===== config.mk =====
export PLATFORM = sky130hd
export DESIGN_NAME = alu_muldiv_seq
export DESIGN_NICKNAME = d
export VERILOG_FILES = /design/src/rtl/alu_muldiv_seq_pkg.sv /design/src/rtl/alu_muldiv_seq_step.sv /design/src/rtl/alu_muldiv_seq.sv
export SDC_FILE = /design/constraint.sdc
export NUM_CORES = 1
export LEC_CHECK = 0
export BUFFER_PORTS_ARGS = -buffer_cell sky130_fd_sc_hd__buf_2
export CAP_MARGIN = 10
export CORE_MARGIN = 3
export CORE_UTILIZATION = 50
export DETAILED_ROUTE_END_ITERATION = 16
export PLACE_DENSITY = 0.68
export REMOVE_ABC_BUFFERS = 1
export SLEW_MARGIN = 25
export SYNTH_ARGS = -nofsm -noshare
export SYNTH_HDL_FRONTEND = slang
export SYNTH_SLANG_ARGS = --single-unit

===== constraint.sdc =====
create_clock -name clk -period 5.6 [get_ports clk]
set_input_delay 0 -clock clk [delete_from_list [all_inputs] [get_ports clk]]
set_output_delay 0 -clock clk [all_outputs]
set_load 0.005 [all_outputs]

===== src/rtl/alu_muldiv_seq_pkg.sv =====
// Shared encodings for the iterative RV32M multiply/divide sequencer:
// funct3 op codes, FSM state encodings and datapath widths.
package alu_muldiv_seq_pkg;

  localparam int XLEN          = 32;
  localparam int CNT_W         = 5;
  localparam int MULDIV_OP_W   = 3;

  typedef enum logic [MULDIV_OP_W-1:0] {
    OP_MUL    = 3'b000,
    OP_MULH   = 3'b001,
    OP_MULHSU = 3'b010,
    OP_MULHU  = 3'b011,
    OP_DIV    = 3'b100,
    OP_DIVU   = 3'b101,
    OP_REM    = 3'b110,
    OP_REMU   = 3'b111
  } muldiv_op_e;

  typedef enum logic [1:0] {
    ST_IDLE = 2'b00,
    ST_CALC = 2'b01,
    ST_FIX  = 2'b10,
    ST_DONE = 2'b11
  } state_e;

endpackage


===== src/rtl/alu_muldiv_seq_step.sv =====
// One iteration of the sequencer datapath: shift-add multiply (mode=0)
// or restoring trial-subtract divide (mode=1). Purely combinational.
module alu_muldiv_seq_step #(
  parameter int XLEN = 32
) (
  input  logic                mode,
  input  logic [2*XLEN-1:0]   acc,
  input  logic [XLEN-1:0]     opa,
  input  logic [XLEN-1:0]     opb,
  output logic [2*XLEN-1:0]   acc_next,
  output logic [XLEN-1:0]     opa_next,
  output logic [XLEN-1:0]     opb_next
);

  logic [XLEN:0]   mul_sum;
  logic [XLEN:0]   rem_sh;
  logic [XLEN-1:0] rem_diff;
  logic            rem_ge;

  always_comb begin
    // Multiply: add multiplicand into the high half, then shift the whole
    // accumulator right so the carry lands in the top bit.
    mul_sum  = {1'b0, acc[2*XLEN-1:XLEN]} + (opb[0] ? {1'b0, opa} : '0);
    // Divide: remainder lives in the high half, quotient shifts into the low
    // half, dividend bits are fed in from the top of opa.
    rem_sh   = {acc[2*XLEN-1:XLEN], opa[XLEN-1]};
    rem_ge   = (rem_sh >= {1'b0, opb});
    rem_diff = rem_sh[XLEN-1:0] - opb;

    if (mode) begin
      acc_next = {(rem_ge ? rem_diff : rem_sh[XLEN-1:0]), acc[XLEN-2:0], rem_ge};
      opa_next = {opa[XLEN-2:0], 1'b0};
      opb_next = opb;
    end else begin
      acc_next = {mul_sum, acc[XLEN-1:1]};
      opa_next = opa;
      opb_next = {1'b0, opb[XLEN-1:1]};
    end
  end

endmodule


===== src/rtl/alu_muldiv_seq.sv =====
// Multi-cycle RV32M multiply/divide sequencer beside the execute-stage ALU.
// Handshake: an op is accepted on a rising edge with start=1, ready=1, flush=0; result is valid while done=1.
module alu_muldiv_seq
  import alu_muldiv_seq_pkg::*;
#(
  parameter int XLEN  = 32,
  parameter int CNT_W = 5
) (
  input  logic            clk,
  input  logic            rst,
  input  logic            start,
  input  logic            flush,
  input  logic [2:0]      op,
  input  logic [XLEN-1:0] src1,
  input  logic [XLEN-1:0] src2,
  output logic            ready,
  output logic            busy,
  output logic            done,
  output logic [XLEN-1:0] result,
  output logic [1:0]      dbg_state
);

  state_e            state_q, state_d;
  logic [CNT_W-1:0]  cnt_q;
  logic [2*XLEN-1:0] acc_q, acc_step;
  logic [XLEN-1:0]   opa_q, opb_q, opa_step, opb_step;
  logic [2:0]        op_q;
  logic              neg1_q, neg2_q;
  logic [XLEN-1:0]   result_q;

  logic              accept;
  logic              s1_signed, s2_signed;
  logic              in_neg1, in_neg2;
  logic [XLEN-1:0]   mag1, mag2;
  logic              div_zero, div_ovf, special;
  logic [XLEN-1:0]   special_val;
  logic [2*XLEN-1:0] acc_fix;
  logic [XLEN-1:0]   quo, rem;
  logic [XLEN-1:0]   fix_val;

  // Operand decode on the incoming request, used only at accept.
  always_comb begin
    accept    = (state_q == ST_IDLE) && start && !flush;
    s1_signed = (op == OP_MULH) || (op == OP_MULHSU) || (op == OP_DIV) || (op == OP_REM);
    s2_signed = (op == OP_MULH) || (op == OP_DIV) || (op == OP_REM);
    in_neg1   = s1_signed && src1[XLEN-1];
    in_neg2   = s2_signed && src2[XLEN-1];
    mag1      = in_neg1 ? -src1 : src1;
    mag2      = in_neg2 ? -src2 : src2;
    div_zero  = op[2] && (src2 == '0);
    div_ovf   = ((op == OP_DIV) || (op == OP_REM)) &&
                (src1 == {1'b1, {(XLEN-1){1'b0}}}) && (src2 == '1);
    special   = div_zero || div_ovf;
    special_val = '0;
    if (div_zero)
      special_val = ((op == OP_DIV) || (op == OP_DIVU)) ? '1 : src1;
    else if (div_ovf)
      special_val = (op == OP_DIV) ? src1 : '0;
  end

  // Sign correction applied in FIX on the finished accumulator.
  always_comb begin
    acc_fix = (neg1_q ^ neg2_q) ? -acc_q : acc_q;
    quo     = acc_q[XLEN-1:0];
    rem     = acc_q[2*XLEN-1:XLEN];
    fix_val = '0;
    case (op_q)
      OP_MUL:                     fix_val = acc_fix[XLEN-1:0];
      OP_MULH, OP_MULHSU, OP_MULHU: fix_val = acc_fix[2*XLEN-1:XLEN];
      OP_DIV, OP_DIVU:            fix_val = (neg1_q ^ neg2_q) ? -quo : quo;
      default:                    fix_val = neg1_q ? -rem : rem;
    endcase
  end

  alu_muldiv_seq_step #(.XLEN(XLEN)) u_muldiv_step (
    .mode     (op_q[2]),
    .acc      (acc_q),
    .opa      (opa_q),
    .opb      (opb_q),
    .acc_next (acc_step),
    .opa_next (opa_step),
    .opb_next (opb_step)
  );

  always_comb begin
    state_d = state_q;
    case (state_q)
      ST_IDLE: if (accept) state_d = special ? ST_DONE : ST_CALC;
      ST_CALC: begin
        if (flush)                             state_d = ST_IDLE;
        else if (cnt_q == CNT_W'(XLEN - 1))    state_d = ST_FIX;
      end
      ST_FIX:  state_d = flush ? ST_IDLE : ST_DONE;
      default: state_d = ST_IDLE;
    endcase
  end

  always_ff @(posedge clk) begin
    if (rst) state_q <= ST_IDLE;
    else     state_q <= state_d;
  end

  always_ff @(posedge clk) begin
    if (rst) begin
      cnt_q    <= '0;
      acc_q    <= '0;
      opa_q    <= '0;
      opb_q    <= '0;
      op_q     <= '0;
      neg1_q   <= 1'b0;
      neg2_q   <= 1'b0;
      result_q <= '0;
    end else if (accept) begin
      op_q   <= op;
      neg1_q <= in_neg1;
      neg2_q <= in_neg2;
      opa_q  <= mag1;
      opb_q  <= mag2;
      acc_q  <= '0;
      cnt_q  <= '0;
      if (special) result_q <= special_val;
    end else if (state_q == ST_CALC && !flush) begin
      acc_q <= acc_step;
      opa_q <= opa_step;
      opb_q <= opb_step;
      cnt_q <= cnt_q + 1'b1;
    end else if (state_q == ST_FIX && !flush) begin
      result_q <= fix_val;
    end
  end

  assign ready     = (state_q == ST_IDLE);
  assign busy      = (state_q == ST_CALC) || (state_q == ST_FIX);
  assign done      = (state_q == ST_DONE);
  assign result    = result_q;
  assign dbg_state = state_q;

endmodule


# --- After elaboration in Yosys (flattened, before gate mapping) ---
# Index checks and enable logic that the tools add are counted.
totals:
  regBits: 172
  out_inout_bits: 37
  word_cells: 101
op_classes:
  addsub: 8
  magnitude_cmp: 1
  n_eq_ne: 21
  n_mux: 29
  n_bitwise: 1
  reduce_logical: 32
op_table:
  columns: ["cell", "n"]
  rows:
  - ["32-bit two-way mux", 20]
  - ["64-bit two-way mux", 2]
  - ["32-bit negation", 4]
  - ["32-bit case mux with 3 select lines", 1]
  - ["32-bit == test, second input constant", 2]
  - ["64-bit negation", 1]
  - ["32-bit by 33-bit adder with 33-bit output", 1]
  - ["33-bit by 32-bit greater-or-equal comparator with 1-bit output", 1]
  - ["32-bit zero test", 1]
  - ["32-bit subtractor", 1]
  - ["3-bit == test, second input constant", 5]
  - ["2-bit two-way mux", 5]
  - ["3-bit by 2-bit == test with 1-bit output, second input constant", 3]
  - ["1-bit logical AND", 9]
  - ["1-bit logical OR", 9]
  - ["3-bit by 1-bit == test with 1-bit output, second input constant", 2]
  - ["2-bit by 1-bit inequality test with 1-bit output, second input constant", 3]
  - ["2-bit case mux with 3 select lines", 1]
  - ["2-bit AND reduction", 3]
  - ["2-bit nonzero test", 3]
  - ["5-bit by 1-bit adder with 5-bit output, second input constant", 1]
  - ["5-bit == test, second input constant", 1]
  - ["2-bit == test, second input constant", 2]
  - ["2-bit OR reduction", 2]
  - ["other kinds (9)", 9]

# --- Logic depth before layout (Yosys ltp) ---
depth:
  ltp_word: 8
  mapped_depth: 14

# --- By module ---
# From an unflattened synthesis, not the netlist that was laid out.
unflattened:
  cells_unflattened: 2303
  hier_area_um2: 16577.1
by_module_without_submodules:
  columns: ["mod", "instances", "cells_per_inst", "area_per_inst_um2", "seq_area_each_um2"]
  rows:
  - ["alu_muldiv_seq", 1, 1519, 11162.0, 3443.3]
  - ["alu_muldiv_seq_step", 1, 784, 5415.2, 0.0]

# --- Least setup slack after synthesis ---
# No wires, ideal clock.
synth_path:
  path_type: "register to register"
  startpoint: "reg opb_q[0]"
  endpoint: "reg acc_q[57]"
  setup_ps: 95
  arrival_ps: 3099
  setup_slack_ps: 2406
  path_stages_with_launch: 14
  n_path_buf: 1
  cell_sequence: "dfxtp_1 > clkbuf_1 > and2_1 > ha_1 > fa_1 > a211oi_1 > o21a_1 > a2111oi_0 > o21ai_0 > a21boi_0 > or3b_2 > a31oi_1 > o21ai_0 > a221oi_1"
synth_via:
  elab_chain_cells: 3
synth_rtl:
  columns: ["item", "line", "rtl"]
  rows:
  - ["from (decl)", "alu_muldiv_seq.sv:26", "logic [XLEN-1:0] opa_q, opb_q, opa_step, opb_step;"]
  - ["from (signal assigned)", "alu_muldiv_seq.sv:118", "opb_q <= mag2;"]
  - ["from (signal assigned)", "alu_muldiv_seq.sv:125", "opb_q <= opb_step;"]
  - ["32-bit two-way mux, or another cell as far along", "alu_muldiv_seq_step.sv:23", "mul_sum = {1'b0, acc[2*XLEN-1:XLEN]} + (opb[0] ? {1'b0, opa} : '0);"]
  - ["32-bit by 33-bit adder with 33-bit output / 32-bit two-way mux (equally long branches)", "alu_muldiv_seq_step.sv:23, alu_muldiv_seq_step.sv:31", null]
  - ["64-bit two-way mux *", "alu_muldiv_seq_step.sv:30", "if (mode) begin"]
  - ["to (signal assigned)", "alu_muldiv_seq.sv:123", "acc_q <= acc_step;"]
  - ["to (decl)", "alu_muldiv_seq.sv:25", "logic [2*XLEN-1:0] acc_q, acc_step;"]
# Mark *: on every way between the ends. The rest lies on a longest branch, timed or not.
# A chain may end at the register's enable or synchronous reset.

# --- Worst setup path after layout ---
layout_path:
  startpoint: "in src2[2]"
  endpoint: "reg result_q[13] (netlist: result[13])"
layout_via:
  elab_chain_cells: 6
layout_rtl:
  columns: ["item", "line", "rtl"]
  rows:
  - ["from (decl)", "alu_muldiv_seq.sv:15", "input logic [XLEN-1:0] src2,"]
  - ["32-bit == test", "alu_muldiv_seq.sv:52", "(src1 == {1'b1, {(XLEN-1){1'b0}}}) && (src2 == '1);"]
  - ["1-bit logical AND", "alu_muldiv_seq.sv:52", null]
  - ["32-bit two-way mux", "alu_muldiv_seq.sv:57", "else if (div_ovf)"]
  - ["32-bit two-way mux", "alu_muldiv_seq.sv:55", "if (div_zero)"]
  - ["32-bit two-way mux", "alu_muldiv_seq.sv:121", "if (special) result_q <= special_val;"]
  - ["32-bit two-way mux", "alu_muldiv_seq.sv:113", "end else if (accept) begin"]
  - ["to (signal assigned)", "alu_muldiv_seq.sv:121", null]
  - ["to (signal assigned)", "alu_muldiv_seq.sv:128", "result_q <= fix_val;"]
  - ["to (decl)", "alu_muldiv_seq.sv:29", "logic [XLEN-1:0] result_q;"]
# Several ways; a longest one is shown, not always the timed one. The select of a mux whose other input is x is not followed.

==> reports/metrics.yaml <==
placed_area_mm2: 0.0163
drive_gt1_share_pct: 9.36
period_share_pct: 79.3
clockBufferDepth: 2
cpMostUsedCell: "buf_4"
cts_max_level: 4
top_level_ports: 108
gp_congestion: 0.982
synth.top_cell.area_share_pct: 21.8
grt_pass1_wl_mm: 89.2
grt_pass1_vias: 16013
syn2layout_area_growth_pct: 11.0
worst_path_largest_cell_delay_ps: 840
status: "finished, final reports clean"
hold_class: "input port to flop"
clkLatencyLatePin_ps: 460
peakVddDrop_v: 0.000252
fin_hold_ws_ps: 29.0
overflow: 0
final_util_pct: 56.8
critical_path.slowest_cell: "or4_1"
vias: 16947
die-area_mm2: 0.0337
clock.fmax_mhz: 225
crit_arrival_ps: 4810
postSynthCellCount: 2202
cap_violations: 0
final_nets: 2380
hold_violations: 0
fp.dieH_um: 184
start_util_pct: 51.2
tightest_slew_ps: 1040
synth.most_common_cell: "nor2_1"
yosysSeqAreaShare_pct: 21.8
rsz0062_at_grt: "no"
power.leakage_nw: 6.73
sw_frac_of_total_pct: 45.9
power_switching_mw: 2.69
finalClockSkew_ps: 10.5
clkSlewWorstSetupHoldPaths_ps: 70
power.density_mw_per_mm2: 335
cts_tree: "built"
async_flop_share_pct: 0
synth_cell_types: 81
drc: 0
ys_top_cells_by_area: "dfxtp_1 (22%), a21oi_1 (6.4%), nor2_1 (6.1%), ha_1 (6.0%), xnor2_1 (5.7%)"
rows: 64
yosys.area.top_type: "dfxtp_1"
relSlewSlack_pct: 30.7
wl_per_cell_um: 22.0
core-area_mm2: 0.0308
synthTopCellsByCount: "nor2_1 (257), nand2_1 (212), a21oi_1 (203)"
netlist_area_mm2: 0.0158
setup_viol: 0
cp_num_buf_inv: 4
numCtsBuffers: 17
hpwlAfterDp_mm: 42.3
ant_nets: 0
port_buffers: 107
grtUsageTotal_pct: 33.5
postCtsSetupBuffers: 0
cts_sinks: 172
design_area_mm2: 0.0175
antenna_found_initial: 0
total_power_mw: 5.87
wirelength_mm: 58.1
ys_seq_elements: 172
post-route-min-period_ps: 4440
grt_max_degree: 70
drv_slew: 0
p_seq_share_pct: 27.0
intPower_mw: 3.18
combPwrFrac_pct: 51.3
ys_warn_count: 0
cp_cell_sequence: "dlygate4sd3_1, buf_2, nor4_1, nand3b_1, or4_1, o22ai_2, nand2_2, buf_4, nand2_1, buf_4, nor2_1, a211oi_2"
diodes: 0
dr.pass1.iters: 6
critical_path.max_fanout: 33
drtIter0Drc: 1571
p_clk_share_pct: 21.7
cts_resized: 0
die_w_um: 184
viasPerCell: 6.42
worst_setup_path_start_kind: "input port"
crit_family: "simple AND/OR/NAND/NOR gates"
required_ps: 5970
cts-root-buf: "clkbuf_16"
synth_edf_count: 0
endpoint_kind: "flop"
timing_worst_setup_path_type: "input port to flop"
avgSynthCellArea_um2: 7.16
synth-main-ff-cell: "dfxtp_1"
worst reg2reg max path, cell delays in order (launching register included):
cell and delay [ps]:
dfxtp_1 310, buf_4 290, and2_1 200, ha_1 210, fa_1 250, a211oi_1 100, o21a_1 220, a2111oi_0 650
o21ai_0 290, o21ai_0 410, a311oi_1 260, xnor2_1 210, nand2_1 70, a32o_1 260
flip-flops by register name, summed over array words and instances, names as in the netlist:
signal,flops
cnt_q,5
result,32
neg2_q,1
acc_q,64
opa_q,32
op_q,3
dbg_state,2
opb_q,32
neg1_q,1
layer usage:
layer  up-vias  part of all wire, %  global-route usage [%]
li1       8071                    -                       -
met1      7980                   41                    41.3
met2       713                   46                    55.1
met3       183                  7.5                    6.65
met4         0                  5.8                    18.5
met5         -                    0                       0
kinds of logic (layout without fill, tap and decap cells):
group | Yosys count | count (layout) | synth area share [%]
and+or+nand+nor | 749 | 749 | 22.1
AOI/OAI and AO/OA | 710 | 710 | 29.7
buffers and inverters | 253 | 294 | 6.32
muxes | 45 | 45 | 2.87
DFF | 172 | 172 | 21.8
xor gates and xnor gates | 195 | 195 | 10.8
adders and majority gates | 78 | 78 | 6.28
metrics by stage:
step | TNS [ps] | setup WS, ps | cells
2_1_floorplan | -39850 | -1060 | 2022
3_3_place_gp | 0 | 1730 | 2552
3_5_place_dp | 0 | 1510 | 2552
4_1_cts | 0 | 1420 | 2638
5_1_grt | 0 | 1010 | 2639
6_report | 0 | 1160 | 2639
final timing paths:
kind	endpoint	slack (ps)	depth (start not counted)	startpoint
worst max-delay path	result[13]$_SDFFE_PP0P_	1160	12	src2[2]
worst min-delay path	opa_q[11]$_SDFFE_PP0P_	30	4	src1[11]
worst max register to register	acc_q[55]$_SDFFE_PP0P_	1780	13	opb_q[0]$_SDFFE_PP0P_
worst min register to register	result[3]$_SDFFE_PP0P_	450	2	result[3]$_SDFFE_PP0P_
placed cells by master, fill, tap and decap left out, types with 13 or more instances in the layout:
cell / count
clkbuf_16: 17
a311oi_1: 40
nand2b_1: 13
nor2_1: 254
or3_1: 16
buf_2: 106
buf_4: 28
nand2_1: 212
o211ai_1: 27
ha_1: 76
o21ai_0: 114
a211oi_1: 104
and2_1: 42
a31oi_1: 19
o22ai_1: 32
nand4_1: 27
xnor2_1: 101
a22oi_1: 15
a21oi_1: 203
nor4_1: 32
o41ai_1: 18
inv_1: 70
dfxtp_1: 171
xor2_1: 93
o31ai_1: 21
nor3_1: 45
o21a_1: 14
a21o_1: 26
dlygate4sd3_1: 55
nand3_1: 34
and3_1: 18
mux2i_1: 43
final cells by class:
| class | instances | area, µm² |
|---|---|---|
| fillers | 2913 | 13300 |
| flip-flops and latches | 172 | 3440 |
| inverters | 73 | 274 |
| repair buffers | 190 | 1310 |
| clock inverters | 10 | 140 |
| clock buffers | 21 | 470 |
| well taps | 396 | 495 |
| multi-input cells | 1777 | 11400 |
what timing repair did:
action | CTS | global route
hold buffers | 55 | 0
hold endpoints to repair | 54 | 0
endpoints found under the setup margin | 0 | 0
power by group through the flow:
stage / registers (mW) / logic (mW) / clock network, mW
floorplan: 1.55 / 2.05 / 0
global placement: 1.60 / 2.89 / 0
detailed placement: 1.61 / 2.90 / 0
CTS: 1.58 / 2.95 / 1.29
global route: 1.61 / 3.28 / 1.33
finish: 1.59 / 3.01 / 1.28
No activity file was read; power rests on OpenSTA's default activity.
